File: src/rtl/game_pkg.sv
// game_pkg: shared state encoding and widths for the turn sequencer.
package game_pkg;
  typedef enum logic [2:0] {
    WAIT_READY,
    AIM_LOCAL,
    AIM_REMOTE,
    FLIGHT,
    SETTLE,
    GAME_OVER
  } seq_state_t;
  localparam int POWER_W = 4;
  localparam int HP_W = 7;
  localparam int TURN_W = 3;
  localparam int TIMER_W = 10;
endpackage

File: src/rtl/turn_sequencer_if.sv
// turn_sequencer_if: game-phase inputs and sequencing outputs of the turn sequencer.
interface turn_sequencer_if;
  import game_pkg::*;
  logic players_ready;
  logic current_player;
  logic left;
  logic in_throw_flag;
  logic end_throw;
  logic frame_tick;
  logic [HP_W-1:0] hp_player1;
  logic [HP_W-1:0] hp_player2;
  logic throw_flag;
  logic [POWER_W-1:0] power;
  logic [TURN_W-1:0] turn;
  logic [2:0] state;
  logic game_over;
  logic winner;
  modport master (
    output players_ready, current_player, left, in_throw_flag, end_throw, frame_tick,
           hp_player1, hp_player2,
    input  throw_flag, power, turn, state, game_over, winner
  );
  modport slave (
    input  players_ready, current_player, left, in_throw_flag, end_throw, frame_tick,
           hp_player1, hp_player2,
    output throw_flag, power, turn, state, game_over, winner
  );
endinterface

File: src/rtl/seq_frame_timer.sv
// seq_frame_timer: saturating frame_tick counter with synchronous clear (clear beats tick).
module seq_frame_timer
  import game_pkg::*;
(
  input  logic               clk60MHz,
  input  logic               rst,
  input  logic               clr,
  input  logic               tick,
  output logic [TIMER_W-1:0] count
);
  logic [TIMER_W-1:0] count_q, count_d;
  always_comb count_d = clr ? '0 : (tick && count_q != '1) ? count_q + 1'b1 : count_q;
  always_ff @(posedge clk60MHz or posedge rst)
    if (rst) count_q <= '0;
    else count_q <= count_d;
  assign count = count_q;
endmodule

File: src/rtl/turn_sequencer.sv
// turn_sequencer: one-throw-per-turn game FSM with power accumulator, settle and game-over detection.
module turn_sequencer
  import game_pkg::*;
#(
  parameter int FRAMES_PER_STEP = 4,
  parameter int POWER_MAX = 15,
  parameter int AIM_TIMEOUT = 600,
  parameter int FLIGHT_TIMEOUT = 300,
  parameter int SETTLE_FRAMES = 30
) (
  input logic             clk60MHz,
  input logic             rst,
  turn_sequencer_if.slave bus
);
  localparam logic [3:0] STEP_LAST = 4'(FRAMES_PER_STEP - 1);
  localparam logic [POWER_W-1:0] PMAX = POWER_W'(POWER_MAX);
  localparam logic [TIMER_W-1:0] AIM_T = TIMER_W'(AIM_TIMEOUT);
  localparam logic [TIMER_W-1:0] FLIGHT_T = TIMER_W'(FLIGHT_TIMEOUT);
  localparam logic [TIMER_W-1:0] SETTLE_T = TIMER_W'(SETTLE_FRAMES);
  seq_state_t state_q, state_d;
  logic [POWER_W-1:0] power_q, power_d;
  logic [TURN_W-1:0] turn_q, turn_d;
  logic [3:0] step_q, step_d;
  logic left_q, throw_flag_q, throw_flag_d, game_over_q, game_over_d, winner_q, winner_d;
  logic is_local, rel, hp1_dead, hp2_dead;
  logic [TIMER_W-1:0] timer;
  seq_frame_timer u_timer (
    .clk60MHz(clk60MHz),
    .rst(rst),
    .clr(state_d != state_q),
    .tick(bus.frame_tick),
    .count(timer)
  );
  assign is_local = turn_q[0] == bus.current_player;
  assign rel = left_q & ~bus.left;
  assign hp1_dead = bus.hp_player1 == '0;
  assign hp2_dead = bus.hp_player2 == '0;
  always_comb begin
    state_d = state_q;
    power_d = power_q;
    turn_d = turn_q;
    step_d = '0;
    throw_flag_d = 1'b0;
    game_over_d = game_over_q;
    winner_d = winner_q;
    case (state_q)
      WAIT_READY: begin
        power_d = '0;
        if (bus.players_ready) state_d = is_local ? AIM_LOCAL : AIM_REMOTE;
      end
      AIM_LOCAL: begin
        // release uses the current left level, so a same-cycle tick never adds a step
        if ((rel && power_q != '0) || timer == AIM_T) begin
          throw_flag_d = 1'b1;
          state_d = FLIGHT;
          power_d = (power_q == '0) ? POWER_W'(1) : power_q;
        end else if (bus.left) begin
          step_d = !bus.frame_tick ? step_q : (step_q == STEP_LAST) ? '0 : step_q + 1'b1;
          power_d = (bus.frame_tick && step_q == STEP_LAST && power_q != PMAX) ? power_q + 1'b1 : power_q;
        end
      end
      AIM_REMOTE: begin
        power_d = '0;
        if (bus.in_throw_flag) state_d = FLIGHT;
      end
      FLIGHT: if (bus.end_throw || timer == FLIGHT_T) state_d = SETTLE;
      SETTLE: begin
        if (timer == SETTLE_T) begin
          if (hp1_dead || hp2_dead) begin
            state_d = GAME_OVER;
            game_over_d = 1'b1;
            winner_d = (hp1_dead && hp2_dead) ? turn_q[0] : hp1_dead;
          end else begin
            turn_d = turn_q + 1'b1;
            power_d = '0;
            state_d = (~turn_q[0] == bus.current_player) ? AIM_LOCAL : AIM_REMOTE;
          end
        end
      end
      GAME_OVER: game_over_d = 1'b1;
      default: state_d = WAIT_READY;
    endcase
    // losing readiness abandons whatever is in progress but keeps the turn
    if (!bus.players_ready && state_q != GAME_OVER) begin
      state_d = WAIT_READY;
      power_d = '0;
      turn_d = turn_q;
      step_d = '0;
      throw_flag_d = 1'b0;
      game_over_d = game_over_q;
      winner_d = winner_q;
    end
  end
  always_ff @(posedge clk60MHz or posedge rst)
    if (rst) begin
      state_q <= WAIT_READY;
      power_q <= '0;
      turn_q <= '0;
      step_q <= '0;
      left_q <= 1'b0;
      throw_flag_q <= 1'b0;
      game_over_q <= 1'b0;
      winner_q <= 1'b0;
    end else begin
      state_q <= state_d;
      power_q <= power_d;
      turn_q <= turn_d;
      step_q <= step_d;
      left_q <= bus.left;
      throw_flag_q <= throw_flag_d;
      game_over_q <= game_over_d;
      winner_q <= winner_d;
    end
  assign bus.throw_flag = throw_flag_q;
  assign bus.power = power_q;
  assign bus.turn = turn_q;
  assign bus.state = state_q;
  assign bus.game_over = game_over_q;
  assign bus.winner = winner_q;
endmodule
File: src/flat_wrapper.sv
// flat-port wrapper written by rule: the top's interface ports become plain ports
module turn_sequencer_flat import game_pkg::*;
#(
  parameter int FRAMES_PER_STEP = 4,
  parameter int POWER_MAX = 15,
  parameter int AIM_TIMEOUT = 600,
  parameter int FLIGHT_TIMEOUT = 300,
  parameter int SETTLE_FRAMES = 30
)
  (clk60MHz, rst, bus_players_ready, bus_current_player, bus_left, bus_in_throw_flag, bus_end_throw, bus_frame_tick, bus_hp_player1, bus_hp_player2, bus_throw_flag, bus_power, bus_turn, bus_state, bus_game_over, bus_winner);
  turn_sequencer_if bus_i ();
  input logic clk60MHz;
  input logic rst;
  input wire logic [$bits(bus_i.players_ready)-1:0] bus_players_ready;
  input wire logic [$bits(bus_i.current_player)-1:0] bus_current_player;
  input wire logic [$bits(bus_i.left)-1:0] bus_left;
  input wire logic [$bits(bus_i.in_throw_flag)-1:0] bus_in_throw_flag;
  input wire logic [$bits(bus_i.end_throw)-1:0] bus_end_throw;
  input wire logic [$bits(bus_i.frame_tick)-1:0] bus_frame_tick;
  input wire logic [$bits(bus_i.hp_player1)-1:0] bus_hp_player1;
  input wire logic [$bits(bus_i.hp_player2)-1:0] bus_hp_player2;
  output wire logic [$bits(bus_i.throw_flag)-1:0] bus_throw_flag;
  output wire logic [$bits(bus_i.power)-1:0] bus_power;
  output wire logic [$bits(bus_i.turn)-1:0] bus_turn;
  output wire logic [$bits(bus_i.state)-1:0] bus_state;
  output wire logic [$bits(bus_i.game_over)-1:0] bus_game_over;
  output wire logic [$bits(bus_i.winner)-1:0] bus_winner;
  assign bus_i.players_ready = bus_players_ready;
  assign bus_i.current_player = bus_current_player;
  assign bus_i.left = bus_left;
  assign bus_i.in_throw_flag = bus_in_throw_flag;
  assign bus_i.end_throw = bus_end_throw;
  assign bus_i.frame_tick = bus_frame_tick;
  assign bus_i.hp_player1 = bus_hp_player1;
  assign bus_i.hp_player2 = bus_hp_player2;
  assign bus_throw_flag = bus_i.throw_flag;
  assign bus_power = bus_i.power;
  assign bus_turn = bus_i.turn;
  assign bus_state = bus_i.state;
  assign bus_game_over = bus_i.game_over;
  assign bus_winner = bus_i.winner;
  turn_sequencer #(.FRAMES_PER_STEP(FRAMES_PER_STEP), .POWER_MAX(POWER_MAX), .AIM_TIMEOUT(AIM_TIMEOUT), .FLIGHT_TIMEOUT(FLIGHT_TIMEOUT), .SETTLE_FRAMES(SETTLE_FRAMES)) u_core (.clk60MHz(clk60MHz), .rst(rst), .bus(bus_i));
endmodule
File: config.mk
export PLATFORM = sky130hd
export DESIGN_NAME = turn_sequencer_flat
export DESIGN_NICKNAME = d
export VERILOG_FILES = /design/src/rtl/game_pkg.sv /design/src/rtl/turn_sequencer_if.sv /design/src/rtl/seq_frame_timer.sv /design/src/rtl/turn_sequencer.sv /design/src/flat_wrapper.sv
export SDC_FILE = /design/constraint.sdc
export NUM_CORES = 1
export LEC_CHECK = 0
export BUFFER_PORTS_ARGS = -buffer_cell sky130_fd_sc_hd__buf_2
export CAP_MARGIN = 20
export CORE_MARGIN = 10
export CORE_UTILIZATION = 36
export DETAILED_ROUTE_END_ITERATION = 10
export GPL_ROUTABILITY_DRIVEN = 0
export GPL_TIMING_DRIVEN = 0
export HOLD_SLACK_MARGIN = 0.05
export PLACE_DENSITY_LB_ADDON = 0.15
export SLEW_MARGIN = 15
export SYNTH_ARGS = -nofsm -noshare
export SYNTH_HDL_FRONTEND = slang
export SYNTH_SLANG_ARGS = --single-unit
File: constraint.sdc
create_clock -name clk60MHz -period 2.13 [get_ports clk60MHz]
set_input_delay 0.426 -clock clk60MHz [delete_from_list [all_inputs] [get_ports clk60MHz]]
set_output_delay 0.426 -clock clk60MHz [all_outputs]
set_load 0.005 [all_outputs]
==> results of run 1 <==
stage by stage:
| step | power (mW) | area [sq um] | utilization (%) |
|---|---|---|---|
| floorplan | 0.872 | 1900 | - |
| global placement | 0.993 | 2150 | 42.3 |
| detailed placement | 0.996 | 2180 | 42.9 |
| CTS | 1.46 | 2440 | 48.1 |
| global route | 1.57 | 2520 | 49.7 |
| finish | 1.46 | 2520 | 49.7 |
logic make-up after synthesis:
group | Yosys count | synth area share (%)
AOI/OAI and AO/OA | 33 | 12.4
xor gates and xnor gates | 11 | 5.12
adders and majority gates | 7 | 4.66
buffers and inverters | 19 | 4.52
DFF | 28 | 37.3
muxes | 8 | 4.92
and+or+nand+nor | 93 | 31.1
worst max-delay path, cell delays in order (launching register included):
cell and delay [ps]:
dfrtp_1 400, inv_2 90, ha_4 130, and4bb_1 210
nor3b_4 190, or3b_4 410, or3_4 380, mux2_4 300
timing repair:
item,CTS,global route
pin swaps,16,5
setup endpoints to repair,15,19
cloned,1,0
resized for setup,22,12
buffers inserted,15,6
power breakdown:
group          switching [mW]  internal, mW  leakage (nW)
Clock                   0.179         0.166        0.0288
Sequential             0.0488         0.576         0.380
Combinational           0.246         0.248         0.687
Total                   0.474         0.990          1.10
final timing paths:
| check | to | slack, ps |
|---|---|---|
| max | u_core.bus.turn[1]$_DFFE_PP0P_ | -80 |
| min reg2reg | u_core.bus.turn[2]$_DFFE_PP0P_ | 480 |
| max in group asynchronous | u_core.bus.game_over$_DFFE_PP0P_ | 1440 |
| min in group clk60MHz | u_core.left_q$_DFF_PP0_ | 290 |
| max reg2reg | u_core.bus.turn[1]$_DFFE_PP0P_ | -80 |
| min | u_core.u_timer.count[1]$_DFFE_PP0P_ | 200 |
Yosys cell counts (2+ instances only):
cell type	n	share of area (%)
or4_4	2	1.2
ha_1	7	4.7
nor2_1	31	6.2
o21ai_0	9	2.4
buf_2	2	0.53
dfrtp_1	28	37
xnor2_1	8	3.7
nor4_4	3	3.4
mux2_4	2	1.6
or3b_1	4	1.9
a31oi_1	2	0.67
a211o_1	2	0.93
nor3_1	4	1.1
clkbuf_1	3	0.60
nand4bb_1	2	1.2
nand3_1	7	1.9
a311oi_1	2	0.93
nand2b_1	5	1.7
a21oi_1	5	1.3
xor2_1	3	1.4
mux2i_1	4	2.1
nand4_1	2	0.67
and4_1	2	0.93
inv_1	12	2.4
nand2_1	16	3.2
nand4b_1	2	0.93
layer usage:
metal  up-vias  track usage [%]
li1        825                -
met1       784             14.2
met2        38             17.6
met3         5             3.02
met4         0             3.08
met5         -                0
flip-flops by register name, summed over array words and instances (netlist names):
| name | count |
|---|---|
| u_core.bus.game_over | 1 |
| u_core.left_q | 1 |
| u_core.bus.throw_flag | 1 |
| u_core.bus.state | 3 |
| u_core.u_timer.count | 10 |
| u_core.bus.power | 4 |
| u_core.bus.winner | 1 |
| u_core.bus.turn | 3 |
| u_core.step_q | 4 |
final cells by class:
| type | instances | area, sq um | area share, % |
|---|---|---|---|
| plain buffers | 7 | 50.0 | 1.98 |
| flip-flops and latches | 28 | 702 | 27.8 |
| inverters | 12 | 45.0 | 1.78 |
| multi-input cells | 152 | 1210 | 48.0 |
| clock buffers | 4 | 55.1 | 2.18 |
| well taps | 70 | 87.6 | 3.47 |
| repair buffers | 56 | 373 | 14.8 |
==> impl_metrics.csv, run 1 <==
group,metric,value,unit
pwr,peakVddDrop,255,uV
cells_and_area,final_common_cell,"buf_2",
yosys,synth_area_per_cell,9.45,sq um
detailed_routing,drt-pass1-iter-count,4,
timing,rsz0062_at_grt,"true",
global_routing,grt-ovfl-total,0,
yosys,seq_area_frac_synth,37.3,%
yosys,synthArstFlopShare,100,%
timing,post-route-period-util,104,%
global_routing,gr-usage-all-layers,11.0,%
timing,clock_skew,6.33,ps
status,violations,"negative setup slack",
timing,whs,203,ps
detailed_routing,routed-wl-met3,306,um
timing,slew_headroom,58.5,%
yosys,yosys_most_used_dff,"dfrtp_1",
cells_and_area,layout-area-overhead-vs-synth,34.2,%
detailed_routing,wl_met2,2.12,mm
cts,path_clk_slew,100,ps
yosys,yosys_register_bits,28,
cts,cts_tree,"done",
cells_and_area,fillerInstances,499,
detailed_routing,dr.max_layer_used,"met4",
critical_path,startpoint_type,"flip-flop",
placed_design,post-place-cells,303,
critical_path,regToRegStartpoint,"u_core.u_timer.count[0]$_DFFE_PP0P_",
yosys,synth.distinct_cells,56,
cts,cts.sinks,28,
timing,fin_crit,2210,ps
yosys,syn_area,1880,sq um
global_routing,first_global_vias,1645,
critical_path,critical_path_class,"flip-flop to flip-flop",
placed_design,pre_cts_slack,-240,ps
cts,clock_latency,280,ps
timing,worstMarginPinSlew,622,ps
critical_path,crit_required,2310,ps
detailed_routing,wl_per_cell,14.5,um
timing,final.setup.tns,-495,ps
global_routing,antenna_found_initial,0,
yosys,synth_cells,199,
critical_path,crit_start,"u_core.u_timer.count[0]$_DFFE_PP0P_",
cts,cts-root-buf,"clkbuf_8",
cells_and_area,final_cell_mix,"34 x buf_2, 27 x dfrtp_1, 24 x nor2_1",
die,die_h,92.3,um
timing,finalSetupViolations,13,
die,initial_core_util,37.1,%
cts,cts_hold_buf,0,
yosys,syn-num-nets,228,
yosys,synth-edff-count,0,
critical_path,cp_max_fo,3,
placed_design,dp_hpwl,3.31,mm
detailed_routing,vias,1652,
cells_and_area,fin_nets,289,
timing,final_hold_viol_count,0,
cts,cts_max_level,1,
placed_design,portBuffers,33,
timing,fmax,0.453,GHz
die,core-area,5070,sq um
detailed_routing,drcViolationCount,0,
cells_and_area,antenna_cells,0,
pwr,leakage,1.10,nW
cts,cts_made_buffers,3,
cts,clock_path_buffers,2,
die,die_x,92.3,um
die,ios,35,
global_routing,grt_pass1_wl,7.98,mm
yosys,yosys_warnings,0,
critical_path,crit_arrival,2390,ps
global_routing,grt_max_degree,17,
detailed_routing,initialDrtViolationCount,57,
die,dieArea,8510,sq um
detailed_routing,antenna_left,0,
detailed_routing,viasPerCell,5.02,
die,fp-row-count,26,
cells_and_area,final_cells,329,
detailed_routing,met1_length,2.27,mm
status,outcome,"finished with violations",
timing,maxSlewViolCount,0,
pwr,power_density,580,nW/um^2
detailed_routing,wirelength,4.76,mm
worst_hold_path,hold_class,"primary input to asynchronous set/reset pin",
run,cap_violations,0,
critical_path,reg2reg_depth,7,
critical_path,end_kind,"flip-flop",
cells_and_area,drive_gt1_share,40.5,%
timing,setup_slack,-79.6,ps
(Power assumes the default switching activity.)
==> inputs of run 2 (changes only) <==
--- a/config.mk
+++ b/config.mk
@@ -8,7 +8,7 @@
 export BUFFER_PORTS_ARGS = -buffer_cell sky130_fd_sc_hd__buf_2
 export CAP_MARGIN = 20
 export CORE_MARGIN = 10
-export CORE_UTILIZATION = 36
+export CORE_UTILIZATION = 27
 export DETAILED_ROUTE_END_ITERATION = 10
 export GPL_ROUTABILITY_DRIVEN = 0
 export GPL_TIMING_DRIVEN = 0
==> impl_metrics.csv, run 2 (synthesized netlist as in run 1, its figures left out) <==
group,metric,value,unit
status,outcome,"finished with violations",
status,violations,"negative setup slack",
cts,cts_tree,"done",
pwr,seqPwrFrac,40.4,%
cts,clock_path_buffers,2,
cts,cts_max_level,1,
run,cap_violations,0,
pwr,p_sw,478,uW
critical_path,crit_arrival,2420,ps
timing,fin_crit,2250,ps
critical_path,crit_path_max_incr_delay,410,ps
global_routing,gr-usage-all-layers,9.43,%
cells_and_area,register_area,702,sq um
cells_and_area,fin_util,36.6,%
critical_path,cp_max_fo,3,
detailed_routing,initialDrtViolationCount,75,
critical_path,reg2reg_depth,7,
timing,finalSetupViolations,15,
pwr,peakVddDrop,270,uV
cts,cts.sinks,28,
global_routing,antenna_found_initial,0,
timing,setup_slack,-117,ps
die,die_x,103,um
detailed_routing,drt-pass1-iter-count,4,
critical_path,crit_required,2300,ps
die,fp-row-count,30,
die,initial_core_util,27.7,%
cells_and_area,final_common_cell,"buf_2",
cts,cts_made_buffers,3,
detailed_routing,drcViolationCount,0,
pwr,pwr-share-clk,28.3,%
global_routing,grt_max_degree,18,
critical_path,slowest_stage,"dfrtp_1",
global_routing,first_global_vias,1640,
timing,clock_skew,9.50,ps
cells_and_area,multi_input_area,1190,sq um
cts,clock_latency,290,ps
timing,fmax,0.445,GHz
cts,cts-root-buf,"clkbuf_8",
die,dieArea,10700,sq um
pwr,p_comb_share,31.3,%
critical_path,rrSetupSlack,-120,ps
pwr,swShare,31.0,%
detailed_routing,wirelength,4.79,mm
cells_and_area,fin_nets,281,
cts,cts_hold_buf,0,
global_routing,grt_pass1_wl,8.09,mm
critical_path,regToRegStartpoint,"u_core.u_timer.count[0]$_DFFE_PP0P_",
critical_path,rr_endpoint,"u_core.bus.turn[1]$_DFFE_PP0P_",
cells_and_area,drive_gt1_share,36.3,%
critical_path,critPathTopFamily,"simple AND/OR/NAND/NOR gates",
detailed_routing,antenna_left,0,
cts,path_clk_slew,110,ps
cells_and_area,layout-area-overhead-vs-synth,32.2,%
cells_and_area,fillerInstances,698,
critical_path,critical_path_class,"flip-flop to flip-flop",
timing,worstMarginPinSlew,565,ps
cells_and_area,final_cell_mix,"34 x buf_2, 27 x dfrtp_1, 25 x nor2_1",
die,die_h,103,um
detailed_routing,vias,1623,
critical_path,startpoint_type,"flip-flop",
timing,maxSlewViolCount,0,
timing,final_hold_viol_count,0,
worst_hold_path,hold_class,"primary input to asynchronous set/reset pin",
detailed_routing,wl_per_cell,13.8,um
global_routing,grt-ovfl-total,0,
timing,final.setup.tns,-1240,ps
placed_design,pre_cts_slack,-280,ps
pwr,internal_power,1.07,mW
timing,slew_headroom,62.3,%
die,ios,35,
critical_path,end_kind,"flip-flop",
critical_path,cp_cell_sequence,"inv_2 -> ha_4 -> and4bb_1 -> nor3b_4 -> or3b_4 -> or3_4 -> mux2_4",
critical_path,path_buf_inv,1,
pwr,power_density,621,nW/um^2
timing,post-route-period-util,105,%
cells_and_area,largest_register_ffs,10,
placed_design,dp_hpwl,3.52,mm
detailed_routing,viasPerCell,4.68,
timing,rsz0062_at_grt,"true",
cells_and_area,antenna_cells,0,
pwr,leakage,1.05,nW
placed_design,portBuffers,33,
die,core-area,6790,sq um
==> run 2: changes by cell type in the layout (fill, tap and decap cells not counted), sizes merged <==
cell / change
buf: -8
bufinv: +1
clkbuf: -1
==> run 2: cell type report <==
class / instances / area share, %
buffer: 7 / 1.86
clock buffer: 3 / 1.66
clock inverter: 1 / 1.21
inverter: 12 / 1.81
multi-input combinational: 152 / 47.8
sequential: 28 / 28.2
tap: 96 / 4.83
timing repair buffer: 48 / 12.6
==> run 2: timing repair <==
item / CTS / global route
pin swaps: 11 / 2
buffers inserted: 12 / 1
setup endpoints to repair: 16 / 18
gates resized for setup: 16 / 11
cloned: 1 / 0
==> run 2: how the worst max path moves through the flow <==
| stage | from | end | slack [ps] | cells past startpoint |
|---|---|---|---|---|
| finish | u_core.u_timer.count[0]$_DFFE_PP0P_ | u_core.bus.turn[1]$_DFFE_PP0P_ | -120 | 7 |
| global placement | bus_hp_player2[6] | u_core.u_timer.count[0]$_DFFE_PP0P_ | -280 | 8 |
| detailed placement | bus_hp_player2[6] | u_core.u_timer.count[7]$_DFFE_PP0P_ | -280 | 8 |
| global route | u_core.u_timer.count[0]$_DFFE_PP0P_ | u_core.u_timer.count[9]$_DFFE_PP0P_ | -240 | 10 |
| floorplan | u_core.bus.power[0]$_DFFE_PP0P_ | u_core.bus.power[3]$_DFFE_PP0P_ | -30 | 7 |
| CTS | u_core.u_timer.count[0]$_DFFE_PP0P_ | u_core.bus.turn[1]$_DFFE_PP0P_ | -110 | 7 |
==> run 2: power groups by stage <==
stage | sequential (mW) | clock [mW] | combinational, mW
after global routing | 0.635 | 0.477 | 0.539
final | 0.624 | 0.438 | 0.483
after global placement | 0.640 | 0 | 0.367
after floorplan | 0.630 | 0 | 0.242
after CTS | 0.625 | 0.462 | 0.467
after detailed placement | 0.639 | 0 | 0.370
==> run 2: routing by layer <==
layer	wire [um]	share of wire [%]	GRT usage, %	up-vias
li1	-	-	-	810
met1	2190	46	11.6	789
met2	2400	50	16.2	20
met3	153	3.2	1.79	4
met4	45	0.94	2.89	0
met5	0	0	0	-
==> run 2: per-stage QoR <==
step                power [mW]  std cells  cell area, sq um  hold WS, ps
CTS                       1.55        346              2430          196
global route              1.65        347              2490          228
detailed placement        1.01        329              2210          462
finish                    1.54        347              2490          169
global placement          1.01        328              2180          458
floorplan                0.872        199              1900          457
